$ cat src/rtl/debug_readback_pkg.sv
// Shared debug definitions: op codes, response status layout and the readback FSM states.
package debug_readback_pkg;

  localparam logic [7:0] DBG_OP_READIMEM = 8'h04;
  localparam logic [7:0] DBG_OP_READDMEM = 8'h06;

  localparam int STAT_TIMEOUT_BIT = 7;
  localparam int STAT_OVERRUN_BIT = 6;
  localparam int SEQ_W            = 4;

  typedef enum logic [1:0] {
    ST_IDLE,
    ST_ISSUE,
    ST_WAIT,
    ST_PUBLISH
  } rb_state_t;

  function automatic logic is_read_op(input logic [7:0] op);
    return (op == DBG_OP_READIMEM) || (op == DBG_OP_READDMEM);
  endfunction

endpackage

$ cat src/rtl/debug_readback_if.sv
// Debug op in, CPU memory read port, and the JTAG-facing response/handshake signals.
interface debug_readback_if;
  logic        req_valid;
  logic [7:0]  req_op;
  logic [31:0] req_addr;
  logic        imem_re;
  logic        dmem_re;
  logic [31:0] mem_raddr;
  logic        imem_rvalid;
  logic [31:0] imem_rdata;
  logic        dmem_rvalid;
  logic [31:0] dmem_rdata;
  logic [31:0] resp_data;
  logic [7:0]  resp_status;
  logic        resp_toggle;
  logic        jtag_ack_toggle;
  logic        busy;

  modport slave (
    input  req_valid, req_op, req_addr,
    input  imem_rvalid, imem_rdata, dmem_rvalid, dmem_rdata,
    input  jtag_ack_toggle,
    output imem_re, dmem_re, mem_raddr,
    output resp_data, resp_status, resp_toggle, busy
  );

  modport master (
    output req_valid, req_op, req_addr,
    output imem_rvalid, imem_rdata, dmem_rvalid, dmem_rdata,
    output jtag_ack_toggle,
    input  imem_re, dmem_re, mem_raddr,
    input  resp_data, resp_status, resp_toggle, busy
  );
endinterface

$ cat src/rtl/ff_sync.sv
// Two-flop synchronizer for slow or level signals crossing into the clk domain.
module ff_sync #(
  parameter int WIDTH = 1
) (
  input  logic             clk,
  input  logic             rst_p,
  input  logic [WIDTH-1:0] d,
  output logic [WIDTH-1:0] q
);
  logic [WIDTH-1:0] meta;

  always_ff @(posedge clk or posedge rst_p) begin
    if (rst_p) begin
      meta <= '0;
      q    <= '0;
    end else begin
      meta <= d;
      q    <= meta;
    end
  end
endmodule

$ cat src/rtl/debug_readback.sv
// CPU-domain debug read path: issues one memory read per READIMEM/READDMEM and
// publishes the tagged result to the JTAG domain with a toggle handshake.
module debug_readback
  import debug_readback_pkg::*;
#(
  parameter int TIMEOUT_CYCLES = 64
) (
  input logic             cpu_clk,
  input logic             cpu_rstn,
  debug_readback_if.slave bus
);
  localparam int                CNT_W    = $clog2(TIMEOUT_CYCLES);
  localparam logic [CNT_W-1:0] CNT_LAST = CNT_W'(TIMEOUT_CYCLES - 1);

  rb_state_t        state, state_nxt;
  logic             rst_p;
  logic             ack_sync;
  logic             serviced, accept, publish, timed_out, overrun_set;
  logic             sel_dmem;
  logic [CNT_W-1:0] wait_cnt;
  logic             rvalid_p1;
  logic [31:0]      rdata_p1;
  logic             overrun;
  logic [SEQ_W-1:0] seq, seq_inc;
  logic [7:0]       status_nxt;
  logic             imem_re, dmem_re, resp_toggle;
  logic [31:0]      mem_raddr, resp_data;
  logic [7:0]       resp_status;

  assign rst_p = ~cpu_rstn;

  ff_sync #(.WIDTH(1)) u_ack_sync (
    .clk   (cpu_clk),
    .rst_p (rst_p),
    .d     (bus.jtag_ack_toggle),
    .q     (ack_sync)
  );

  always_ff @(posedge cpu_clk or negedge cpu_rstn) begin
    if (!cpu_rstn) state <= ST_IDLE;
    else           state <= state_nxt;
  end

  always_comb begin
    state_nxt   = state;
    accept      = 1'b0;
    publish     = 1'b0;
    timed_out   = 1'b0;
    serviced    = bus.req_valid && is_read_op(bus.req_op);
    overrun_set = serviced && (state != ST_IDLE);
    case (state)
      ST_IDLE:    if (serviced) begin
                    accept    = 1'b1;
                    state_nxt = ST_ISSUE;
                  end
      ST_ISSUE:   state_nxt = ST_WAIT;
      ST_WAIT:    if (rvalid_p1) begin
                    publish   = 1'b1;
                    state_nxt = ST_PUBLISH;
                  end else if (wait_cnt == CNT_LAST) begin
                    publish   = 1'b1;
                    timed_out = 1'b1;
                    state_nxt = ST_PUBLISH;
                  end
      ST_PUBLISH: if (ack_sync == resp_toggle) state_nxt = ST_IDLE;
      default:    state_nxt = ST_IDLE;
    endcase
  end

  always_comb begin
    seq_inc                      = seq + SEQ_W'(1);
    status_nxt                   = '0;
    status_nxt[STAT_TIMEOUT_BIT] = timed_out;
    status_nxt[STAT_OVERRUN_BIT] = overrun;
    status_nxt[SEQ_W-1:0]        = seq_inc;
  end

  // Stage p1: selected memory's return is registered, and only while waiting for it
  always_ff @(posedge cpu_clk or negedge cpu_rstn) begin
    if (!cpu_rstn) begin
      rvalid_p1 <= 1'b0;
      rdata_p1  <= '0;
    end else begin
      rvalid_p1 <= (state == ST_WAIT) && (sel_dmem ? bus.dmem_rvalid : bus.imem_rvalid);
      rdata_p1  <= sel_dmem ? bus.dmem_rdata : bus.imem_rdata;
    end
  end

  always_ff @(posedge cpu_clk or negedge cpu_rstn) begin
    if (!cpu_rstn) begin
      imem_re     <= 1'b0;
      dmem_re     <= 1'b0;
      mem_raddr   <= '0;
      sel_dmem    <= 1'b0;
      wait_cnt    <= '0;
      resp_data   <= '0;
      resp_status <= '0;
      resp_toggle <= 1'b0;
      overrun     <= 1'b0;
      seq         <= '0;
    end else begin
      imem_re  <= accept && (bus.req_op == DBG_OP_READIMEM);
      dmem_re  <= accept && (bus.req_op == DBG_OP_READDMEM);
      wait_cnt <= (state == ST_WAIT) ? wait_cnt + CNT_W'(1) : '0;
      if (accept) begin
        mem_raddr <= bus.req_addr;
        sel_dmem  <= (bus.req_op == DBG_OP_READDMEM);
      end
      // Data, status and toggle move on the same edge so the JTAG side never sees a mix
      if (publish) begin
        resp_data   <= timed_out ? 32'h0 : rdata_p1;
        resp_status <= status_nxt;
        resp_toggle <= ~resp_toggle;
        seq         <= seq_inc;
      end
      // A drop on the publish edge survives into the following response
      overrun <= (overrun && !publish) || overrun_set;
    end
  end

  assign bus.imem_re     = imem_re;
  assign bus.dmem_re     = dmem_re;
  assign bus.mem_raddr   = mem_raddr;
  assign bus.resp_data   = resp_data;
  assign bus.resp_status = resp_status;
  assign bus.resp_toggle = resp_toggle;
  assign bus.busy        = (state != ST_IDLE);

endmodule

$ cat src/flat_wrapper.sv
// flat-port wrapper written by rule: the top's interface ports become plain ports
module debug_readback_flat import debug_readback_pkg::*;
#(
  parameter int TIMEOUT_CYCLES = 64
)
  (cpu_clk, cpu_rstn, bus_req_valid, bus_req_op, bus_req_addr, bus_imem_rvalid, bus_imem_rdata, bus_dmem_rvalid, bus_dmem_rdata, bus_jtag_ack_toggle, bus_imem_re, bus_dmem_re, bus_mem_raddr, bus_resp_data, bus_resp_status, bus_resp_toggle, bus_busy);
  debug_readback_if bus_i ();
  input logic cpu_clk;
  input logic cpu_rstn;
  input wire logic [$bits(bus_i.req_valid)-1:0] bus_req_valid;
  input wire logic [$bits(bus_i.req_op)-1:0] bus_req_op;
  input wire logic [$bits(bus_i.req_addr)-1:0] bus_req_addr;
  input wire logic [$bits(bus_i.imem_rvalid)-1:0] bus_imem_rvalid;
  input wire logic [$bits(bus_i.imem_rdata)-1:0] bus_imem_rdata;
  input wire logic [$bits(bus_i.dmem_rvalid)-1:0] bus_dmem_rvalid;
  input wire logic [$bits(bus_i.dmem_rdata)-1:0] bus_dmem_rdata;
  input wire logic [$bits(bus_i.jtag_ack_toggle)-1:0] bus_jtag_ack_toggle;
  output wire logic [$bits(bus_i.imem_re)-1:0] bus_imem_re;
  output wire logic [$bits(bus_i.dmem_re)-1:0] bus_dmem_re;
  output wire logic [$bits(bus_i.mem_raddr)-1:0] bus_mem_raddr;
  output wire logic [$bits(bus_i.resp_data)-1:0] bus_resp_data;
  output wire logic [$bits(bus_i.resp_status)-1:0] bus_resp_status;
  output wire logic [$bits(bus_i.resp_toggle)-1:0] bus_resp_toggle;
  output wire logic [$bits(bus_i.busy)-1:0] bus_busy;
  assign bus_i.req_valid = bus_req_valid;
  assign bus_i.req_op = bus_req_op;
  assign bus_i.req_addr = bus_req_addr;
  assign bus_i.imem_rvalid = bus_imem_rvalid;
  assign bus_i.imem_rdata = bus_imem_rdata;
  assign bus_i.dmem_rvalid = bus_dmem_rvalid;
  assign bus_i.dmem_rdata = bus_dmem_rdata;
  assign bus_i.jtag_ack_toggle = bus_jtag_ack_toggle;
  assign bus_imem_re = bus_i.imem_re;
  assign bus_dmem_re = bus_i.dmem_re;
  assign bus_mem_raddr = bus_i.mem_raddr;
  assign bus_resp_data = bus_i.resp_data;
  assign bus_resp_status = bus_i.resp_status;
  assign bus_resp_toggle = bus_i.resp_toggle;
  assign bus_busy = bus_i.busy;
  debug_readback #(.TIMEOUT_CYCLES(TIMEOUT_CYCLES)) u_core (.cpu_clk(cpu_clk), .cpu_rstn(cpu_rstn), .bus(bus_i));
endmodule
$ cat config.mk
export PLATFORM = sky130hd
export DESIGN_NAME = debug_readback_flat
export DESIGN_NICKNAME = d
export VERILOG_FILES = /design/src/rtl/debug_readback_pkg.sv /design/src/rtl/debug_readback_if.sv /design/src/rtl/ff_sync.sv /design/src/rtl/debug_readback.sv /design/src/flat_wrapper.sv
export SDC_FILE = /design/constraint.sdc
export NUM_CORES = 1
export LEC_CHECK = 0
export CORE_MARGIN = 4
export CORE_UTILIZATION = 44
export CTS_CLUSTER_SIZE = 40
export DETAILED_ROUTE_END_ITERATION = 8
export GPL_TIMING_DRIVEN = 0
export PLACE_DENSITY = 0.81
export SYNTH_ARGS = -nofsm -noshare
export SYNTH_HDL_FRONTEND = slang
export SYNTH_SLANG_ARGS = --single-unit
export TNS_END_PERCENT = 5
$ cat constraint.sdc
create_clock -name cpu_clk -period 2.5 [get_ports cpu_clk]
set_input_delay 0.75 -clock cpu_clk [delete_from_list [all_inputs] [get_ports cpu_clk]]
set_output_delay 0.75 -clock cpu_clk [all_outputs]
set_load 0.01 [all_outputs]
==> impl_metrics.env <==
export IMPL_status="finished clean"
export IMPL_synthTopCellsByCount="dfrtp_1 (118), nand2_1 (66), mux2_2 (40)"
export IMPL_fin_nets=675
export IMPL_synth_edff_count=0
export IMPL_setup_ws_ps=119
export IMPL_ys_warn_count=0
export IMPL_htreeDepth=4
export IMPL_worst_path_most_repeated_cell="inv_1"
export IMPL_antenna_found_initial=0
export IMPL_grt_pass1_wl_um=18900
export IMPL_hpwl_um=8650
export IMPL_fin_skew_ps=11.0
export IMPL_cts_root_buf="clkbuf_8"
export IMPL_cts_tree="yes"
export IMPL_syn_cell_area_um2=4750
export IMPL_worst_setup_path_start_kind="flip-flop"
export IMPL_rsz0062_at_grt="no"
export IMPL_drv_cap=0
export IMPL_cts_buffers=17
export IMPL_rr_worst_depth=6
export IMPL_vias=3412
export IMPL_slew_violations=0
export IMPL_drt_iter0_drc=95
export IMPL_pre_cts_slack_ps=27.2
export IMPL_drt_total_wl_um=11600
export IMPL_drcViolationCount=0
export IMPL_hold_class="flip-flop to flip-flop"
export IMPL_slowest_stage="dfrtp_1"
export IMPL_seqCellArea_um2=2950
export IMPL_grt_overflow_total=0
export IMPL_yosysSeqAreaShare_pct=62.2
export IMPL_die_h_um=112
export IMPL_cp_arrival_ps=1630
export IMPL_r2r_setup_slack_ps=610
export IMPL_setup_viol=0
export IMPL_diodes=0
export IMPL_crit_buf_inv=3
export IMPL_ys_ff_latch=118
export IMPL_cp_num_cells=4
export IMPL_first_global_vias=3756
export IMPL_netlist_instances=355
export IMPL_vias_per_cell=4.82
export IMPL_max_freq_mhz=420
export IMPL_p_leak_uw=0.00334
export IMPL_io_pins=186
export IMPL_worst_path_max_fanout=4
export IMPL_async_reset_ff_share_pct=100
export IMPL_cts_setup_buffers=0
export IMPL_synth_top_area_cell="dfrtp_1"
export IMPL_cp_top_family="buffers and inverters"
export IMPL_multi_input_area_um2=1660
export IMPL_final_period_utilization_pct=95.3
export IMPL_postSynthAreaPerCell_um2=13.4
export IMPL_path_cells="inv_1, ha_1, inv_1, dlygate4sd2_1"
export IMPL_slowest_delay_ps=380
export IMPL_yosysUniqueCellTypes=31
export IMPL_die_w_um=112
export IMPL_start_util_pct=45.6
export IMPL_syn_to_final_growth_pct=55.0
export IMPL_port_buffers=183
export IMPL_power_density_nw_per_um2=898
export IMPL_worst_pin_slew_ps=890
export IMPL_netlist_area_leader_share_pct=62.2
export IMPL_r2r_start="u_core.state[0]$_DFFE_PN0P_"
export IMPL_num_fill_cells=755
export IMPL_dr_pass1_iters=4
export IMPL_wl_per_cell_um=16.4
export IMPL_clock_sinks=118
export IMPL_rows=37
export IMPL_yosysMostFrequentCell="dfrtp_1"
export IMPL_ir_drop_mv=0.521
export IMPL_die_area_um2=12500
export IMPL_ant_nets=0
export IMPL_synthTopCellsByArea="dfrtp_1 (62%), mux2_2 (9.5%), mux2_4 (8.5%)"
export IMPL_critPathCaptureType="output pin"
export IMPL_clk_latency_ps=510
export IMPL_hold_viol_final=0
export IMPL_finalPower_uw=6610
export IMPL_yosys_most_used_dff="dfrtp_1"
export IMPL_drive_gt1_share_pct=20.3
export IMPL_regToRegEndpoint="u_core.state[1]$_DFFE_PN0P_"
export IMPL_crit_start="u_core.state[0]$_DFFE_PN0P_"
export IMPL_tns_ps=0
export IMPL_cts_path_max_buffers=2
export IMPL_coreArea_um2=10400
export IMPL_grtUsageTotal_pct=19.2
export IMPL_relSlewSlack_pct=40.6
export IMPL_grt_max_degree=71
export IMPL_clk_pin_slew_ps=60
export IMPL_place_congestion=0.743
export IMPL_cp_required_ps=1750
export IMPL_crit_path_end="bus_busy"
export IMPL_crit_type="flip-flop to output pin"
export IMPL_fin_crit_ps=2380
power breakdown:
group	switching (uW)	total, uW	internal (uW)
clock	813	2370	1560
combinational	740	1720	980
sequential	220	2520	2300
total	1770	6610	4840
worst min-delay path by stage:
stage	start	endpoint	depth (start not counted)	slack, ps
floorplan	u_core.u_ack_sync.meta$_DFF_PN0_	u_core.u_ack_sync.q$_DFF_PN0_	0	330
global placement	u_core.u_ack_sync.meta$_DFF_PN0_	u_core.u_ack_sync.q$_DFF_PN0_	0	330
detailed placement	u_core.u_ack_sync.meta$_DFF_PN0_	u_core.u_ack_sync.q$_DFF_PN0_	0	340
CTS	u_core.u_ack_sync.meta$_DFF_PN0_	u_core.u_ack_sync.q$_DFF_PN0_	0	350
global route	u_core.u_ack_sync.meta$_DFF_PN0_	u_core.u_ack_sync.q$_DFF_PN0_	0	360
finish	u_core.u_ack_sync.meta$_DFF_PN0_	u_core.u_ack_sync.q$_DFF_PN0_	0	350
area by class of cell:
class                      count  share of cell area [%]
sequential                   118                    40.1
timing repair buffer         184                    25.2
multi-input combinational    213                    22.6
clock buffer                  22                    6.16
tap                          136                    2.31
clock inverter                10                    1.73
buffer                        20                    1.60
inverter                       5                   0.255
worst register-to-register path, cell delays in order, from the launching register on:
cell and delay, ps:
dfrtp_1 380, inv_1 130, ha_1 270, inv_1 160, a311o_1 370, nand3_1 130
mux2_2 340
repair_timing:
item / CTS / global route
endpoints found under the setup margin: 1 / 0
gates resized for setup: 1 / 0
hold buffers: 0 / 0
state kept, by name, summed over array words and instances, names as in the netlist, 2 cells and up:
name	cells
u_core.seq	3
u_core.bus.mem_raddr	32
u_core.state	2
u_core.bus.resp_status	3
u_core.wait_cnt	6
u_core.bus.resp_data	32
u_core.rdata_p1	32
cell families (layout without fill, tap and decap cells):
| kind of cell | count (synthesis) | in the layout | synth area share (%) |
|---|---|---|---|
| adders and majority gates | 6 | 6 | 1.58 |
| muxes | 68 | 68 | 18.2 |
| AOI/OAI and AO/OA | 39 | 39 | 4.61 |
| DFF | 118 | 118 | 62.2 |
| buffers and inverters | 25 | 241 | 2.87 |
| xor gates and xnor gates | 9 | 9 | 1.66 |
| other | 1 | 2 | 0.0790 |
| and+or+nand+nor | 89 | 89 | 8.73 |
stage by stage:
| step | instances | cell area (um2) | utilization [%] | hold slack (ps) |
|---|---|---|---|---|
| detailed placement | 676 | 6780 | 65.1 | 337 |
| CTS | 708 | 7360 | 70.6 | 350 |
| finish | 708 | 7360 | 70.6 | 349 |
| floorplan | 356 | 4750 | - | 331 |
| global placement | 675 | 6750 | 64.8 | 332 |
| global route | 708 | 7360 | 70.6 | 355 |
routing by layer:
layer | track usage (%) | wire (um) | up-vias
li1 | - | - | 1606
met1 | 22.7 | 4790 | 1619
met2 | 31.4 | 5540 | 161
met3 | 7.17 | 1030 | 26
met4 | 8.11 | 284 | 0
met5 | 0 | 0 | -
layout by cell type (no fill, tap or decap), drive strengths merged, types with 6 or more instances in the layout:
| cell | n |
|---|---|
| dfrtp | 118 |
| nor2 | 12 |
| xnor2 | 6 |
| buf | 13 |
| clkbuf | 31 |
| nand2 | 66 |
| clkdlybuf4s50 | 181 |
| clkinv | 6 |
| ha | 6 |
| o21ai | 33 |
| mux2 | 67 |
No activity file was read; power rests on OpenSTA's default activity.
==> RTL change 1: new RTL, config.mk and constraints unchanged <==
Re-encode `rb_state_t` (4 states) as one-hot, 4 bits wide.
--- a/src/rtl/debug_readback_pkg.sv
+++ b/src/rtl/debug_readback_pkg.sv
@@ -10,7 +10,7 @@
 
-  typedef enum logic [1:0] {
-    ST_IDLE,
-    ST_ISSUE,
-    ST_WAIT,
-    ST_PUBLISH
+  typedef enum logic [3:0] {
+    ST_IDLE    = 4'b0001,
+    ST_ISSUE   = 4'b0010,
+    ST_WAIT    = 4'b0100,
+    ST_PUBLISH = 4'b1000
   } rb_state_t;
Function: no difference found for any inputs over 10 cycles, from zero or initial values and one cycle with cpu_rstn low; not proved beyond that.
==> RTL change 1 against the unedited design <==
Critical path depth fell by 1. Synthesized area fell by 2.3%. Die area fell by 2.2%. Routed wire length rose by 1.3%. Sequential cell count rose by 2. Register-to-register slack got worse by 0.05 ns. Worst setup slack got worse by 0.034 ns. Clock skew fell by 0.0019 ns. Design area fell by 0.41%. Global-route usage rose by 0.70 points. Critical path type unchanged. Highest routed layer unchanged.
Power is not compared: it rests on default switching activity, and its combinational part moved more than twofold at a synthesized area within 25%.
==> RTL change 1: results (changes against the unedited design) <==
| Metric | Value |
|---|---|
| Clock buf/inv share | 0.0878 (was 0.0789) |
| Layout cells sized above 1 | 0.235 (was 0.203) |
| GR Layer Usage met3 | 0.0559 (was 0.0717) |
| Slew margin rel. | 0.586 (was 0.406) |
| Adder-cell share of the synthesized area | 0.00540 (was 0.0158) |
| Yosys cell types | 38 (was 31) |
| Critical path arrival | 1.67 ns (was 1.63 ns) |
| Post-synthesis mux area share | 0.183 (was 0.182) |
| Clk_skew | 0.00916 ns (was 0.0110 ns) |
| Synth Area in XOR/XNOR | 0.0170 (was 0.0166) |
| Final WL | 11,800 um (was 11,600 um) |
| Clock Sink Count | 120 (was 118) |
| Worst path slowest cell | dfstp_2 (was dfrtp_1) |
| Max stage delay on crit path | 0.58 ns (was 0.38 ns) |
| Sequential area share after synthesis | 0.648 (was 0.622) |
| Met1 global-route usage | 0.212 (was 0.227) |
| Worst Hold Class | input port to asynchronous set/reset pin (was flop to flop) |
| Number of multi-input combinational cells | 154 (was 213) |
| GRT Total Usage | 0.199 (was 0.192) |
| Vias | 3,168 (was 3,412) |
| Complex-gate fraction of the synthesized area | 0.0742 (was 0.0461) |
| Layout Nets | 609 (was 675) |
| FILL cells | 702 (was 755) |
| Largest net degree at the start of global routing | 97 (was 71) |
| Outcome | completed (unchanged) |
| Non-clk buf share | 0.269 (was 0.268) |
| Post-DP HPWL | 8600 um (was 8650 um) |
| Multi-input combinational area share | 0.209 (was 0.226) |
| Crit-path max FO | 5 (was 4) |
| First-pass GRT wire length | 18,900 um (about the same) |
| Top post-synthesis cells by area | dfrtp_1 (64%), mux2_2 (10%), mux2_4 (8.1%), a22o_1 (6.0%), xnor2_1 (1.3%) (was dfrtp_1 (62%), mux2_2 (9.5%), mux2_4 (8.5%), nand2_1 (5.2%), o21ai_0 (3.2%)) |
| Count of plain and timing-repair buffers | 202 (was 204) |
[RTL change 1: changes by cell type after synthesis, sizes merged, moves of 4 or more]
cell | unedited run | this run
ha | 6 | 2
clkbuf | 9 | 4
a22o | 0 | 32
nand2 | 66 | 3
o21ai | 33 | 2
[RTL change 1: path summary, 6_finish.rpt]
kind,startpoint,to,slack (ns)
max,u_core.state[0],bus_busy,0.08
min,cpu_rstn,u_core.bus.mem_raddr[9],0.09
max reg2reg,u_core.state[0],u_core.bus.mem_raddr[12],0.56
min reg2reg,u_core.u_ack_sync.meta,u_core.u_ack_sync.q,0.35
max in group asynchronous,cpu_rstn,u_core.state[0],1.64
min in group cpu_clk,u_core.u_ack_sync.meta,u_core.u_ack_sync.q,0.35
[RTL change 1: layer usage]
metal	vias up	wire length (um)
met2	95	6530
met5	-	0
li1	1462	-
met1	1590	4390
met3	21	655
met4	0	221
[RTL change 1: per-stage QoR]
| stage | setup slack, ns | instances | utilization | cell area (sq um) | total power [mW] |
|---|---|---|---|---|---|
| floorplan | 0.582 | 292 | - | 4640 | 2.20 |
| global placement | -3.73 | 611 | 0.646 | 6640 | 2.50 |
| detailed placement | -0.0872 | 612 | 0.649 | 6670 | 2.52 |
| CTS | 0.0787 | 645 | 0.712 | 7320 | 5.13 |
| global route | -0.0179 | 646 | 0.713 | 7330 | 5.26 |
| finish | 0.0846 | 646 | 0.713 | 7330 | 5.08 |
[RTL change 1: repair_timing]
item | CTS | global route
resized for setup | 1 | 0
setup endpoints to repair | 1 | 1
hold buffers | 0 | 0
setup buffers | 1 | 1
[RTL change 1: report_power, final]
group / leakage, nW / switching (mW) / internal, mW
Combinational: 1.46 / 0.138 / 0.301
Sequential: 1.58 / 0.0337 / 2.01
Clock: 0.309 / 0.885 / 1.71
==> RTL change 2: new RTL, same settings <==
Without the edit above. `TIMEOUT_CYCLES` is set to 64 in 2 places; all go to 128.
--- a/src/rtl/debug_readback.sv
+++ b/src/rtl/debug_readback.sv
@@ -5,3 +5,3 @@
 #(
-  parameter int TIMEOUT_CYCLES = 64
+  parameter int TIMEOUT_CYCLES = 128
 ) (
--- a/src/flat_wrapper.sv
+++ b/src/flat_wrapper.sv
@@ -3,3 +3,3 @@
 #(
-  parameter int TIMEOUT_CYCLES = 64
+  parameter int TIMEOUT_CYCLES = 128
 )
Function: same outputs for any inputs over 10 cycles, from zero or initial values and one cycle with cpu_rstn low; that may be too few to reach the edited logic, so the function may still have changed.
==> RTL change 2 against the unedited design <==
Combinational power increased by 5%. Power fell by 1.3%. Worst setup slack better by 0.049 ns. Design area decreased by 2.5%. Synthesized area shrank 2.9%. Register-to-register slack worse by 0.08 ns. Core utilization shrank 0.82 points. Sequential cell count increased by 1. Clock skew down 0.0019 ns. Non-clock buffer count decreased by 2. Routed wire length fell by 7.4%. Critical path type unchanged. Critical endpoint unchanged. Largest cell class unchanged.
==> RTL change 2: results (changes against the unedited design) <==
| Metric | Value |
|---|---|
| Outcome | completed (unchanged) |
| FILL cells | 721 (was 755) |
| Seq area share | 0.415 (was 0.401) |
| Via density | 4.87 (was 4.82) |
| Worst Setup SP | u_core.state[1] (was u_core.state[0]) |
| RD Place Congestion | 0.759 (was 0.743) |
| R2R setup slack | 0.53 ns (was 0.61 ns) |
| GR Layer Usage met2 | 0.303 (was 0.314) |
| Top post-synthesis cells by area | dfrtp_1 (65%), mux2_2 (15%), a22o_1 (6.1%), buf_6 (1.7%), ha_1 (1.6%) (was dfrtp_1 (62%), mux2_2 (9.5%), mux2_4 (8.5%), nand2_1 (5.2%), o21ai_0 (3.2%)) |
| Worst Hold Class | input port to asynchronous set/reset pin (was flop to flop) |
| Non-clock inverter count | 4 (was 5) |
| Layout cells sized above 1 | 0.226 (was 0.203) |
| Pwr Density | 909 nW/um^2 (was 898 nW/um^2) |
| Post-DP HPWL | 8080 um (was 8650 um) |
| Final period utilization | 0.933 (was 0.953) |
| #FFs+latches synth | 119 (was 118) |
| Clk_skew | 0.00912 ns (was 0.0110 ns) |
| Commonest cells post-synth | dfrtp_1 (119), mux2_2 (63), a22o_1 (32), buf_6 (7) (was dfrtp_1 (118), nand2_1 (66), mux2_2 (40), o21ai_0 (30), mux2_4 (27)) |
| Cell Int Power | 4.66 mW (was 4.84 mW) |
| Non-clk buf share | 0.277 (was 0.268) |
| Clock buffers | 17 (was 22) |
| First-pass GRT wire length | 16,300 um (was 18,900 um) |
| Clock-net power | 2.16 mW (was 2.37 mW) |
| Critical path arrival | 1.58 ns (was 1.63 ns) |
| Count of plain and timing-repair buffers | 202 (was 204) |
| Vias in the first global route | 3,361 (was 3,756) |
| Layout Nets | 612 (was 675) |
| Peak supply drop | 0.000469 V (was 0.000521 V) |
| Syn Inst Count | 292 (was 355) |
| Leakage Power | 3.20 nW (was 3.34 nW) |
| M1 WL | 4180 um (was 4790 um) |
| WL met2 | 5290 um (was 5540 um) |
| Adder-cell share of the synthesized area | 0.0163 (was 0.0158) |
| GR Layer Usage met3 | 0.0897 (was 0.0717) |
| DR WL/cell | 16.7 um (was 16.4 um) |
| Clock buf/inv share | 0.0747 (was 0.0789) |
| Post-synthesis mux area share | 0.167 (was 0.182) |
| Slew margin rel. | 0.631 (was 0.406) |
| Met3 WL post-DR | 1270 um (was 1030 um) |
-- RTL change 2: changes by cell type after synthesis, moves of 3 or more --
cell,before,now
a22o_1,0,32
buf_2,5,2
o21ai_0,30,1
buf_6,3,7
nand2_1,66,3
mux2_1,0,3
and2_1,2,6
mux2_2,40,63
nor2_1,11,5
mux2_4,27,1
o21ai_1,3,0
-- RTL change 2: worst min path at each step --
stage / start / to / slack [ns] / cells after the start
2_1_floorplan: u_core.u_ack_sync.meta / u_core.u_ack_sync.q / 0.33 / 0
3_3_place_gp: u_core.u_ack_sync.meta / u_core.u_ack_sync.q / 0.35 / 0
3_5_place_dp: u_core.u_ack_sync.meta / u_core.u_ack_sync.q / 0.34 / 0
4_1_cts: cpu_rstn / u_core.bus.resp_data[15] / 0.22 / 1
5_1_grt: cpu_rstn / u_core.bus.resp_data[15] / 0.25 / 1
6_report: cpu_rstn / u_core.bus.resp_data[11] / 0.24 / 1
